$ cat config.mk
export PLATFORM = sky130hd
export DESIGN_NAME = ram_nxm_sweep
export DESIGN_NICKNAME = d
export VERILOG_FILES = /design/src/rtl/ram_nxm_sweep_pkg.sv /design/src/rtl/ram_nxm_core.sv /design/src/rtl/ram_nxm_sweep.sv
export SDC_FILE = /design/constraint.sdc
export NUM_CORES = 1
export LEC_CHECK = 0
export CORE_MARGIN = 8
export CORE_UTILIZATION = 59
export CTS_CLUSTER_DIAMETER = 120
export DETAILED_ROUTE_END_ITERATION = 12
export PLACE_DENSITY = 0.82
export SLEW_MARGIN = 20
export SYNTH_ARGS = -nofsm -noshare
export SYNTH_HDL_FRONTEND = slang
export SYNTH_SLANG_ARGS = --single-unit
$ cat constraint.sdc
create_clock -name CLK_ -period 2.95 [get_ports CLK_]
set_input_delay 0.295 -clock CLK_ [delete_from_list [all_inputs] [get_ports CLK_]]
set_output_delay 0.295 -clock CLK_ [all_outputs]
set_load 0.02 [all_outputs]
$ cat src/rtl/ram_nxm_sweep_pkg.sv
// Shared types for the swept NxM RAM: controller state and R_W_ encodings.
package ram_nxm_sweep_pkg;

    typedef enum logic {
        SWEEP = 1'b0,
        IDLE  = 1'b1
    } state_t;

    localparam logic RW_WRITE = 1'b1;
    localparam logic RW_READ  = 1'b0;

endpackage

$ cat src/rtl/ram_nxm_core.sv
// Plain DEPTH x WIDTH array: synchronous write port, registered read port.
// rzero forces the read register to zero for addresses outside the array.
module ram_nxm_core #(
    parameter int WIDTH  = 4,
    parameter int DEPTH  = 8,
    parameter int ADDR_W = $clog2(DEPTH)
) (
    input  logic              CLK_,
    input  logic              CLR,
    input  logic              we,
    input  logic [ADDR_W-1:0] waddr,
    input  logic [WIDTH-1:0]  wdata,
    input  logic              re,
    input  logic              rzero,
    input  logic [ADDR_W-1:0] raddr,
    output logic [WIDTH-1:0]  data_out
);

    logic [WIDTH-1:0] mem [DEPTH];

    always_ff @(posedge CLK_) begin
        if (we) begin
            mem[waddr] <= wdata;
        end
    end

    always_ff @(posedge CLK_ or posedge CLR) begin
        if (CLR) begin
            data_out <= '0;
        end else if (re) begin
            data_out <= rzero ? '0 : mem[raddr];
        end
    end

endmodule

$ cat src/rtl/ram_nxm_sweep.sv
// Single-port RAM with registered read, range check and a hardware clear sweep
// that zeroes one word per cycle after reset or on CLR_MEM; accesses ignored while busy.
module ram_nxm_sweep
    import ram_nxm_sweep_pkg::*;
#(
    parameter int WIDTH = 4,
    parameter int DEPTH = 8
) (
    input  logic                     CLK_,
    input  logic                     CLR,
    input  logic                     EN,
    input  logic                     R_W_,
    input  logic [$clog2(DEPTH)-1:0] ADDR_,
    input  logic [WIDTH-1:0]         data_in,
    input  logic                     CLR_MEM,
    output logic [WIDTH-1:0]         data_out,
    output logic                     rd_valid,
    output logic                     busy
);

    localparam int ADDR_W = $clog2(DEPTH);
    localparam logic [ADDR_W:0]   DEPTH_V  = DEPTH[ADDR_W:0];
    localparam logic [ADDR_W-1:0] LAST_PTR = ADDR_W'(DEPTH - 1);

    state_t            state, state_nxt;
    logic [ADDR_W-1:0] sweep_ptr, ptr_nxt;
    logic              we, re, rzero, in_range;
    logic [ADDR_W-1:0] waddr;
    logic [WIDTH-1:0]  wdata;

    // Only reachable false when DEPTH is not a power of two.
    assign in_range = ({1'b0, ADDR_} < DEPTH_V);
    assign busy     = (state == SWEEP);

    always_ff @(posedge CLK_ or posedge CLR) begin
        if (CLR) begin
            state     <= SWEEP;
            sweep_ptr <= '0;
            rd_valid  <= 1'b0;
        end else begin
            state     <= state_nxt;
            sweep_ptr <= ptr_nxt;
            rd_valid  <= re;
        end
    end

    always_comb begin
        state_nxt = state;
        ptr_nxt   = sweep_ptr;
        we        = 1'b0;
        waddr     = ADDR_;
        wdata     = data_in;
        re        = 1'b0;
        rzero     = 1'b0;
        case (state)
            SWEEP: begin
                we    = 1'b1;
                waddr = sweep_ptr;
                wdata = '0;
                if (sweep_ptr == LAST_PTR) begin
                    state_nxt = IDLE;
                    ptr_nxt   = '0;
                end else begin
                    ptr_nxt = sweep_ptr + 1'b1;
                end
            end
            IDLE: begin
                // A clear request swallows any same-cycle access.
                if (CLR_MEM) begin
                    state_nxt = SWEEP;
                    ptr_nxt   = '0;
                end else if (EN) begin
                    if (R_W_ == RW_WRITE) begin
                        we = in_range;
                    end else begin
                        re    = 1'b1;
                        rzero = !in_range;
                    end
                end
            end
            default: begin
                state_nxt = SWEEP;
                ptr_nxt   = '0;
            end
        endcase
    end

    ram_nxm_core #(
        .WIDTH (WIDTH),
        .DEPTH (DEPTH),
        .ADDR_W(ADDR_W)
    ) u_core (
        .CLK_    (CLK_),
        .CLR     (CLR),
        .we      (we),
        .waddr   (waddr),
        .wdata   (wdata),
        .re      (re),
        .rzero   (rzero),
        .raddr   (ADDR_),
        .data_out(data_out)
    );

endmodule
==> results.ini <==
[finish]
syn_to_final_growth_pct=12.4
final_cell_mix=edfxtp_1 (32), clkdlybuf4s50_1 (17), nor2_1 (12), mux2i_1 (9), dfrtp_1 (9)
final_util=0.675
drive_gt1_frac=0.120
seqCellArea_um2=1190
final_common_cell=edfxtp_1
antenna_cells=0
multi_input_area_um2=531
n_fill_cell=219
final_cell_area_um2=1990
nNetsFinal=156

[timing]
tightestPinTransition_ns=0.598
finClkSkew_ns=0.0120
post-route-period-util=0.739
drv_slew=0
rsz0062_at_grt=no
hold_viol_final=0
hold_slack_ns=0.193
finalSetupViolCount=0
fin_crit_ns=2.18
fin_setup_tns_ns=0
relSlewSlack=0.602
fmax_mhz=459

[floorplanning]
core_um2=2950
die_area_um2=5010
fp.dieW_um=70.8
num_rows=20
io_pins=18
chipHeight_um=70.8
initial_core_util=0.600

[pwr]
p_total_mw=1.64
cellPowerDensity_nw_per_um2=825
combPwrFrac=0.290
switching_share=0.323
clkPwrFrac=0.148
p_int_mw=1.11
worst_ir_drop_vdd_v=0.000484
pwr-share-seq=0.562
power_leakage_nw=0.748
power_switching_mw=0.530

[clock_tree]
cts_max_level=2
postCtsSetupRepairBufs=0
cts_tree=built
cts_hold_repair.buffers=0
cts-root-buf=clkbuf_4
numCtsBuffers=5
ctsResizeCount=0
clk_pin_slew_ns=0.11
clkSinkCount=41
cts_buffer_depth=2
clk_latency_ns=0.34

[synthesis]
synth_area_leaders=edfxtp_1 (54%), dfrtp_1 (13%), mux2i_1 (5.1%)
yosys_most_used_dff=edfxtp_1
synthesis.area_um2=1770
synthArstFlopShare=0.220
yosysTopAreaCellShare=0.542
ys_types=31
syn_avg_cell_area_um2=14.5
synth_edf_count=32
syn-num-nets=136
synthCells=122
ys_warn_count=0
ys_seq_area_frac=0.669
ys_ff_latch=41
yosysTopAreaCell=edfxtp_1

[global_routing]
grt.overflow.total=0
grt_pass1_wl_um=5220
grt_max_degree=22
track_usage=0.138
grt_pass1_vias=1030
antenna_found_initial=0

[place]
port_buffers=17
gp_congestion=0.805
post-dp-hpwl_um=2410
placedInstanceArea_um2=1950

[outcome]
status=completed

[min_path]
hold_class=input port to async pin

[route]
via_count=1012
routed_wl_um=3240
ant_nets=0
first_iter_violations=83
drtPass1Iterations=4
drcViolationCount=0
vias_per_cell=5.78
wl_per_cell_um=18.5

[worst_setup_path]
cp-end-kind=primary output
crit_arrival_ns=1.88
cp_max_fo=21
ff2ff_setup_slack_ns=1.17
critPathKind=flip-flop to primary output
start_kind=flip-flop
cp.required_ns=2.65

[flow_run]
cap_violations=0

-- logic make-up (layout without fill, tap and decap cells) --
group / after synthesis / in the layout / share of synthesized area
fa+ha+maj: 2 / 2 / 0.0141
mux: 17 / 17 / 0.102
flops: 41 / 41 / 0.669
simple gates: 33 / 33 / 0.0975
buf+inv: 8 / 28 / 0.0311
compound gates: 21 / 21 / 0.0862
-- cell type report --
cell class              instances  share of cell area
flip-flops and latches         41               0.595
multi-input cells              73               0.266
repair buffers                 18              0.0892
clock buffers                   6              0.0207
well taps                      33              0.0207
inverters                       3             0.00565
clock inverters                 1             0.00188
-- synth_stat cells, types with 2 or more instances --
library cell	instances
and2_1	4
nand2_1	8
edfxtp_1	32
clkbuf_1	2
dfrtp_1	9
o2bb2ai_1	2
a22o_1	4
ha_1	2
mux2_2	8
mux2i_1	9
o31ai_1	3
a21oi_1	4
nor2_1	12
inv_1	3
o22ai_1	4
-- path summary, 6_finish.rpt --
kind	from	endpoint	cells after the start
max	state	busy	2
min	CLR	u_core.data_out[3]	2
max reg2reg	state	u_core.mem[4][1]	3
min reg2reg	u_core.data_out[0]	u_core.data_out[0]	2
max in group asynchronous	CLR	u_core.data_out[2]	2
min in group CLK_	u_core.data_out[0]	u_core.data_out[0]	2
-- state kept, by name, summed over array words and instances (netlist names) --
register         cells
u_core.data_out      4
rd_valid             1
u_core.mem          32
state                1
sweep_ptr            3
-- routing by layer --
metal  track usage  share of wire  vias to the layer above
met5             0              0                        -
met4        0.0693          0.021                        0
met3        0.0424          0.046                        8
met2         0.227           0.49                       15
met1         0.160           0.44                      488
li1              -              -                      501
-- power by group through the flow --
stage,Clock (mW),Combinational [mW],Sequential [mW]
2_1_floorplan,0,0.308,0.922
5_1_grt,0.269,0.527,0.943
3_3_place_gp,0,0.468,0.927
3_5_place_dp,0,0.483,0.936
6_report,0.243,0.476,0.924
4_1_cts,0.251,0.483,0.923
-- stage by stage --
stage	instances	setup slack (ns)
floorplan	122	1.47
finish	175	0.770
CTS	175	0.772
global route	175	0.656
global placement	168	1.00
detailed placement	168	0.949
-- critical path: stages (launching register included) --
cell and delay (ns):
dfrtp_1 0.73, inv_1 0.22, clkdlybuf4s50_1 0.59
(Power assumes the default switching activity.)
